==> config.mk <==
export PLATFORM = sky130hd
export DESIGN_NAME = mem_issue_block_flat
export DESIGN_NICKNAME = d
export VERILOG_FILES = /design/src/rtl/mem_issue_block_pkg.sv /design/src/rtl/mem_issue_block_if.sv /design/src/rtl/mem_issue_block_lsu_data_align.sv /design/src/rtl/mem_issue_block_register.sv /design/src/rtl/mem_issue_block.sv /design/src/flat_wrapper.sv
export SDC_FILE = /design/constraint.sdc
export NUM_CORES = 1
export LEC_CHECK = 0
export CAP_MARGIN = 10
export CORE_ASPECT_RATIO = 1.4
export CORE_MARGIN = 8
export CORE_UTILIZATION = 46
export DETAILED_ROUTE_END_ITERATION = 10
export GPL_ROUTABILITY_DRIVEN = 0
export PLACE_DENSITY = 0.89
export SYNTH_ARGS = -nofsm -noshare
export SYNTH_HDL_FRONTEND = slang
export SYNTH_HIERARCHICAL = 1
export SYNTH_SLANG_ARGS = --single-unit
==> constraint.sdc <==
create_clock -name clk -period 1.9 [get_ports clk]
set_clock_uncertainty 0.2 [all_clocks]
set_input_delay 0.19 -clock clk [delete_from_list [all_inputs] [get_ports clk]]
set_output_delay 0.19 -clock clk [all_outputs]
set_load 0.01 [all_outputs]
==> src/rtl/mem_issue_block_pkg.sv <==
// mem_issue_block_pkg: shared opcode/state encodings and default widths for the memory issue block
package mem_issue_block_pkg;
  localparam int DEF_DATA_WIDTH = 32;
  localparam int DEF_TAG_WIDTH = 6;
  typedef enum logic [1:0] {OP_LW = 2'b00, OP_SW = 2'b01, OP_LB = 2'b10, OP_SB = 2'b11} opcode_e;
  typedef enum logic [1:0] {S_IDLE = 2'd0, S_MEM = 2'd1, S_CDB = 2'd2} state_e;
  function automatic logic is_store(logic [1:0] op);
    return op[0];
  endfunction
  function automatic logic is_byte(logic [1:0] op);
    return op[1];
  endfunction
endpackage

==> src/rtl/mem_issue_block_if.sv <==
// mem_issue_block_if: issue-queue head, data-memory port and CDB port of the memory issue block
interface mem_issue_block_if import mem_issue_block_pkg::*; #(
  parameter int DW = DEF_DATA_WIDTH,
  parameter int TW = DEF_TAG_WIDTH
);
  logic          issueque_ready;
  logic [DW-1:0] issueque_address;
  logic [DW-1:0] issueque_rs2_data;
  logic [TW-1:0] issueque_rd_tag;
  logic [1:0]    issueque_opcode;
  logic          issueblk_done;
  logic          mem_req;
  logic          mem_we;
  logic [DW-1:0] mem_addr;
  logic [DW-1:0] mem_wdata;
  logic [3:0]    mem_be;
  logic          mem_ack;
  logic [DW-1:0] mem_rdata;
  logic          cdb_req;
  logic [TW-1:0] cdb_out_tag;
  logic [DW-1:0] cdb_out_data;
  logic          cdb_grant;
  logic          busy;
  modport slave (
    input  issueque_ready, issueque_address, issueque_rs2_data, issueque_rd_tag, issueque_opcode,
    input  mem_ack, mem_rdata, cdb_grant,
    output issueblk_done, mem_req, mem_we, mem_addr, mem_wdata, mem_be,
    output cdb_req, cdb_out_tag, cdb_out_data, busy
  );
  modport master (
    output issueque_ready, issueque_address, issueque_rs2_data, issueque_rd_tag, issueque_opcode,
    output mem_ack, mem_rdata, cdb_grant,
    input  issueblk_done, mem_req, mem_we, mem_addr, mem_wdata, mem_be,
    input  cdb_req, cdb_out_tag, cdb_out_data, busy
  );
endinterface

==> src/rtl/mem_issue_block_lsu_data_align.sv <==
// lsu_data_align: byte enables, store-data replication and load-result extraction for word/byte accesses
module lsu_data_align import mem_issue_block_pkg::*; #(
  parameter int DW = DEF_DATA_WIDTH
) (
  input  logic [1:0]    op,
  input  logic [1:0]    addr_lo,
  input  logic [DW-1:0] rs2,
  input  logic [DW-1:0] rdata,
  output logic [3:0]    be,
  output logic [DW-1:0] wdata,
  output logic [DW-1:0] ld_data
);
  logic [7:0] ld_byte;
  always_comb begin
    ld_byte = rdata[{addr_lo, 3'b000} +: 8];
    be = is_byte(op) ? 4'b0001 << addr_lo : 4'b1111;
    wdata = is_byte(op) ? {(DW/8){rs2[7:0]}} : rs2;
    ld_data = is_byte(op) ? {{(DW-8){ld_byte[7]}}, ld_byte} : rdata;
  end
endmodule

==> src/rtl/mem_issue_block_register.sv <==
// mem_issue_block_register: plain D register with active-low asynchronous clear
module mem_issue_block_register #(
  parameter int W = 1
) (
  input  logic         clk,
  input  logic         rst_n,
  input  logic [W-1:0] d,
  output logic [W-1:0] q
);
  always_ff @(posedge clk or negedge rst_n)
    if (!rst_n) q <= '0;
    else q <= d;
endmodule

==> src/rtl/mem_issue_block.sv <==
// mem_issue_block: pops the load/store queue head, performs the memory access and broadcasts load results on the CDB
module mem_issue_block import mem_issue_block_pkg::*; #(
  parameter int DATA_WIDTH = DEF_DATA_WIDTH,
  parameter int TAG_WIDTH = DEF_TAG_WIDTH
) (
  input logic clk,
  input logic reset,
  mem_issue_block_if.slave bus
);
  localparam int FW = 3*DATA_WIDTH + 2*TAG_WIDTH + 2;
  state_e state_q, state_d;
  logic [1:0] state_raw;
  logic [DATA_WIDTH-1:0] addr_q, addr_d, data_q, data_d, cdata_q, cdata_d;
  logic [TAG_WIDTH-1:0] tag_q, tag_d, ctag_q, ctag_d;
  logic [1:0] op_q, op_d;
  logic done, mem_req;
  logic [3:0] be;
  logic [DATA_WIDTH-1:0] wdata, ld_data;
  mem_issue_block_register #(.W(2)) u_state (.clk(clk), .rst_n(reset), .d(state_d), .q(state_raw));
  mem_issue_block_register #(.W(FW)) u_fields (
    .clk(clk), .rst_n(reset),
    .d({addr_d, data_d, tag_d, op_d, ctag_d, cdata_d}),
    .q({addr_q, data_q, tag_q, op_q, ctag_q, cdata_q})
  );
  lsu_data_align #(.DW(DATA_WIDTH)) u_align (
    .op(op_q), .addr_lo(addr_q[1:0]), .rs2(data_q), .rdata(bus.mem_rdata),
    .be(be), .wdata(wdata), .ld_data(ld_data)
  );
  assign state_q = state_e'(state_raw);
  always_comb begin
    state_d = state_q;
    addr_d = addr_q;
    data_d = data_q;
    tag_d = tag_q;
    op_d = op_q;
    ctag_d = ctag_q;
    cdata_d = cdata_q;
    done = reset && state_q == S_IDLE && bus.issueque_ready;
    case (state_q)
      S_IDLE: if (done) begin
        addr_d = bus.issueque_address;
        data_d = bus.issueque_rs2_data;
        tag_d = bus.issueque_rd_tag;
        op_d = bus.issueque_opcode;
        state_d = S_MEM;
      end
      S_MEM: if (bus.mem_ack) begin
        state_d = is_store(op_q) ? S_IDLE : S_CDB;
        ctag_d = is_store(op_q) ? ctag_q : tag_q;
        cdata_d = is_store(op_q) ? cdata_q : ld_data;
      end
      S_CDB: state_d = bus.cdb_grant ? S_IDLE : S_CDB;
      default: state_d = S_IDLE;
    endcase
  end
  assign mem_req = state_q == S_MEM;
  assign bus.issueblk_done = done;
  assign bus.mem_req = mem_req;
  assign bus.mem_we = mem_req && is_store(op_q);
  assign bus.mem_addr = mem_req ? {addr_q[DATA_WIDTH-1:2], 2'b00} : '0;
  assign bus.mem_wdata = mem_req ? wdata : '0;
  assign bus.mem_be = mem_req ? be : 4'b0000;
  assign bus.cdb_req = state_q == S_CDB;
  assign bus.cdb_out_tag = ctag_q;
  assign bus.cdb_out_data = cdata_q;
  assign bus.busy = state_q != S_IDLE;
endmodule

==> src/flat_wrapper.sv <==
// flat-port wrapper written by rule: the top's interface ports become plain ports
module mem_issue_block_flat import mem_issue_block_pkg::*;
#(
  parameter int DATA_WIDTH = DEF_DATA_WIDTH,
  parameter int TAG_WIDTH = DEF_TAG_WIDTH
)
  (clk, reset, bus_issueque_ready, bus_issueque_address, bus_issueque_rs2_data, bus_issueque_rd_tag, bus_issueque_opcode, bus_mem_ack, bus_mem_rdata, bus_cdb_grant, bus_issueblk_done, bus_mem_req, bus_mem_we, bus_mem_addr, bus_mem_wdata, bus_mem_be, bus_cdb_req, bus_cdb_out_tag, bus_cdb_out_data, bus_busy);
  mem_issue_block_if bus_i ();
  input logic clk;
  input logic reset;
  input wire logic [$bits(bus_i.issueque_ready)-1:0] bus_issueque_ready;
  input wire logic [$bits(bus_i.issueque_address)-1:0] bus_issueque_address;
  input wire logic [$bits(bus_i.issueque_rs2_data)-1:0] bus_issueque_rs2_data;
  input wire logic [$bits(bus_i.issueque_rd_tag)-1:0] bus_issueque_rd_tag;
  input wire logic [$bits(bus_i.issueque_opcode)-1:0] bus_issueque_opcode;
  input wire logic [$bits(bus_i.mem_ack)-1:0] bus_mem_ack;
  input wire logic [$bits(bus_i.mem_rdata)-1:0] bus_mem_rdata;
  input wire logic [$bits(bus_i.cdb_grant)-1:0] bus_cdb_grant;
  output wire logic [$bits(bus_i.issueblk_done)-1:0] bus_issueblk_done;
  output wire logic [$bits(bus_i.mem_req)-1:0] bus_mem_req;
  output wire logic [$bits(bus_i.mem_we)-1:0] bus_mem_we;
  output wire logic [$bits(bus_i.mem_addr)-1:0] bus_mem_addr;
  output wire logic [$bits(bus_i.mem_wdata)-1:0] bus_mem_wdata;
  output wire logic [$bits(bus_i.mem_be)-1:0] bus_mem_be;
  output wire logic [$bits(bus_i.cdb_req)-1:0] bus_cdb_req;
  output wire logic [$bits(bus_i.cdb_out_tag)-1:0] bus_cdb_out_tag;
  output wire logic [$bits(bus_i.cdb_out_data)-1:0] bus_cdb_out_data;
  output wire logic [$bits(bus_i.busy)-1:0] bus_busy;
  assign bus_i.issueque_ready = bus_issueque_ready;
  assign bus_i.issueque_address = bus_issueque_address;
  assign bus_i.issueque_rs2_data = bus_issueque_rs2_data;
  assign bus_i.issueque_rd_tag = bus_issueque_rd_tag;
  assign bus_i.issueque_opcode = bus_issueque_opcode;
  assign bus_i.mem_ack = bus_mem_ack;
  assign bus_i.mem_rdata = bus_mem_rdata;
  assign bus_i.cdb_grant = bus_cdb_grant;
  assign bus_issueblk_done = bus_i.issueblk_done;
  assign bus_mem_req = bus_i.mem_req;
  assign bus_mem_we = bus_i.mem_we;
  assign bus_mem_addr = bus_i.mem_addr;
  assign bus_mem_wdata = bus_i.mem_wdata;
  assign bus_mem_be = bus_i.mem_be;
  assign bus_cdb_req = bus_i.cdb_req;
  assign bus_cdb_out_tag = bus_i.cdb_out_tag;
  assign bus_cdb_out_data = bus_i.cdb_out_data;
  assign bus_busy = bus_i.busy;
  mem_issue_block #(.DATA_WIDTH(DATA_WIDTH), .TAG_WIDTH(TAG_WIDTH)) u_core (.clk(clk), .reset(reset), .bus(bus_i));
endmodule
==> results by group <==
STA
  – Hold Slack: approximately 0.25 ns
  – Min Tclk post-route: approximately 2.1 ns
  – Setup Viol. Count Final: approximately 130
  – Fin worst setup slack: -0.186 ns
  – Fmax: about 480 MHz
  – Final Hold Fails: 0
  – Headroom to the max-slew limit: 0.577
  – Slew Limit Fails: 0
  – Setup_tns: -16.00 ns
  – RSZ-0062 raised after global routing: yes
  – Period utilisation layout: 1.10
  – Slew of the pin with the lowest slew margin: 0.635 ns

Run status
  – Failing checks: negative setup slack
  – Run status: complete, but fails checks

Critical path
  – Critical R2R Launch: u_core/u_state/q[0]
  – CP endpoint: u_core/u_fields/q[76]
  – Reg-to-Reg End: u_core/u_fields/q[76]
  – WP data required: approximately 1.9 ns
  – Worst Path Max Fanout: 7
  – Setup Crit Path Kind: reg -> reg
  – Worst Setup SP: u_core/u_state/q[0]
  – Crit-path cells: buf_6, nor4bb_4, buf_4, buf_12, buf_16, buf_12, mux2_4
  – Slowest stage delay, CP: between 0.4 and 0.5 ns
  – Slowest library cell on the worst path: dfrtp_2
  – Worst R2R Setup Slack: -0.19 ns
  – CP startpoint kind: flip-flop
  – Arrival @ worst endpoint: about 2.1 ns
  – R2r worst-path depth: 7
  – Most used cell, CP: buf_12
  – CP Capture Type: flip-flop

Floorplanning
  – I/O pin cnt: 220
  – Starting Density: 0.469
  – Die Width: between 100 and 150 um
  – Area of the die: 0.0177 mm^2
  – Area of the core: ~0.013 mm^2
  – FP Rows: 50
  – Die extent in y: 154 um

Yosys
  – Sequential area share after synthesis: 0.446
  – Distinct cells, synth: 31
  – Synth Register Bits: around 110
  – Ys Warns: 6
  – Dominant cell type by area after synthesis: dfrtp_1
  – Post-Syn Instances: roughly 490
  – Avg Cell Area, Syn: approximately 13 um^2
  – Syn Std Cell Area: roughly 0.0063 mm^2
  – Synth area leaders: dfrtp_1, mux2_4, and2_1, mux2_2, o221ai_2
  – Synth top area share: 0.446

Finish
  – Filler cell count: approximately 860
  – Fin nets: 847
  – Layout cells sized above 1: 0.470
  – Commonest cells after routing, fill and taps aside: clkdlybuf4s50_1, dfrtp_1, buf_6
  – Layout area overhead: 56.0%
  – Commonest non-fill, non-tap cell in the layout: clkdlybuf4s50_1
  – Post-Layout Cell Count: a little over 900

CTS
  – CTS H-tree depth: 3
  – Worst-path clk slew: 0.08 ns
  – Clk buf depth: 2
  – CTS root buf: clkbuf_16
  – Later-pin clock latency in the skew report: 0.35 ns
  – TritonCTS clock tree: yes
  – CTS Buf Count: 9
  – CTS Sinks: between 100 and 150

Pwr
  – Leak pwr: around 4.4 nW
  – Pwr Density: approximately 1300 mW/mm^2
  – Worst IR Drop VDD: 701 uV
  – Final Power: 12.6 mW
  – Sequential share of power: 0.320
  – Combinational share of power: 0.533
  – NetSw: between 4 and 5 mW
  – Clock power frac: 0.147
  – Internal Power: roughly 8.4 mW
  – Net Sw Frac: 0.336

Global routing
  – Vias in the first global route: 5,400
  – GR Util All Layers: 0.221
  – First-pass GRT wire length: slightly above 30,000 um
  – Pin count of the biggest net entering global routing: between 100 and 150
  – Antenna violations before repair: 1
  – Gr ovfl total: 0

Routing
  – DRC violations left: 0
  – Initial DRT Pass Iterations: 6
  – Wire length per cell: 23.1 um
  – Detailed Route Iter0 Violations: around 260
  – Via count of the routed design: a little under 5,000
  – Final WL: between 20,000 and 25,000 um
  – Routed Antenna Nets: 0
  – Via-to-Cell Ratio: around 5.3

Worst hold path
  – Hold WC Path Type: in -> reg

Place
  – Port Buffer Count: approximately 220
  – Hpwl dp: roughly 14,000 um
  – Placed Cells: 879

Run
  – Max Cap Viol: 0
power groups by stage:
stage	logic, mW	registers (mW)	clock network (mW)
5_1_grt	7.08	4.14	2.00
3_3_place_gp	5.50	3.93	0
2_1_floorplan	3.16	3.97	0
3_5_place_dp	5.68	4.00	0
6_report	6.73	4.04	1.86
4_1_cts	5.99	3.99	1.86
state kept, by name, summed over array words and instances, names as in the netlist:
| name | cells |
|---|---|
| u_core/u_fields/q | 110 |
| u_core/u_state/q | 2 |
critical path, delay by kind of cell (launching register included):
kind | cells | cell delay (ns)
mux | 1 | 0.31
buf+inv | 5 | 0.72
flops | 1 | 0.43
simple gates | 1 | 0.29
synthesized netlist by cell type (all sizes together):
library cell / n
a21o: 1
a21oi: 1
a222oi: 7
and2: 68
and2b: 2
and4bb: 1
buf: 33
clkbuf: 15
conb: 1
dfrtp: 112
inv: 34
mux2: 110
mux2i: 9
nand2: 9
nand2b: 27
nand3b: 1
nor2b: 8
nor4bb: 1
o21ai: 28
o221ai: 25
or2: 1
worst min path at each step:
stage | from | end | depth (start not counted)
floorplan | reset | u_core/u_fields/q[0] | 0
global placement | reset | u_core/u_fields/q[40] | 2
detailed placement | reset | u_core/u_fields/q[40] | 2
CTS | bus_cdb_grant | u_core/u_state/q[1] | 3
global route | bus_issueque_rd_tag[3] | u_core/u_fields/q[43] | 2
finish | bus_issueque_address[5] | u_core/u_fields/q[83] | 2
layer usage:
layer	up-vias	GRT usage	wire [um]
met3	67	0.0472	1240
met1	2442	0.223	7360
met4	0	0.130	1190
met2	218	0.406	11600
li1	2170	-	-
met5	-	0	0
cell type report:
class                   count  area, um^2  share of cell area
inverters                  34         128              0.0130
repair buffers            280        3240               0.330
flip-flops and latches    112        2810               0.286
clock buffers              11         253              0.0258
clock inverters             5        38.8             0.00396
well taps                 182         228              0.0232
diodes                      1        2.50            0.000255
multi-input cells         301        3110               0.317
cell families (layout without fill, tap and decap cells):
logic type / count (synthesis) / in the layout / synth area share
other: 1 / 3 / 0.000597
and+or+nand+nor: 118 / 118 / 0.117
DFF: 112 / 112 / 0.446
AOI/OAI and AO/OA: 62 / 62 / 0.0908
buffers and inverters: 82 / 330 / 0.0884
muxes: 119 / 119 / 0.257
metrics by stage:
step | setup WS, ns | instance area (um^2) | utilization
after floorplan | 0.183 | 6290 | -
after global placement | -0.143 | 8650 | 0.646
after detailed placement | -0.229 | 8650 | 0.646
after CTS | -0.182 | 9230 | 0.690
after global routing | -0.230 | 9800 | 0.732
final | -0.186 | 9800 | 0.732
timing repair:
action / in CTS / in global routing
hold endpoints to repair: 112 / 0
pin swaps: 7 / 18
cloned: 7 / 6
hold buffers: 1 / 0
endpoints found under the setup margin: 132 / 135
setup buffers: 14 / 3
resized for setup: 360 / 119
(Power assumes the default switching activity.)
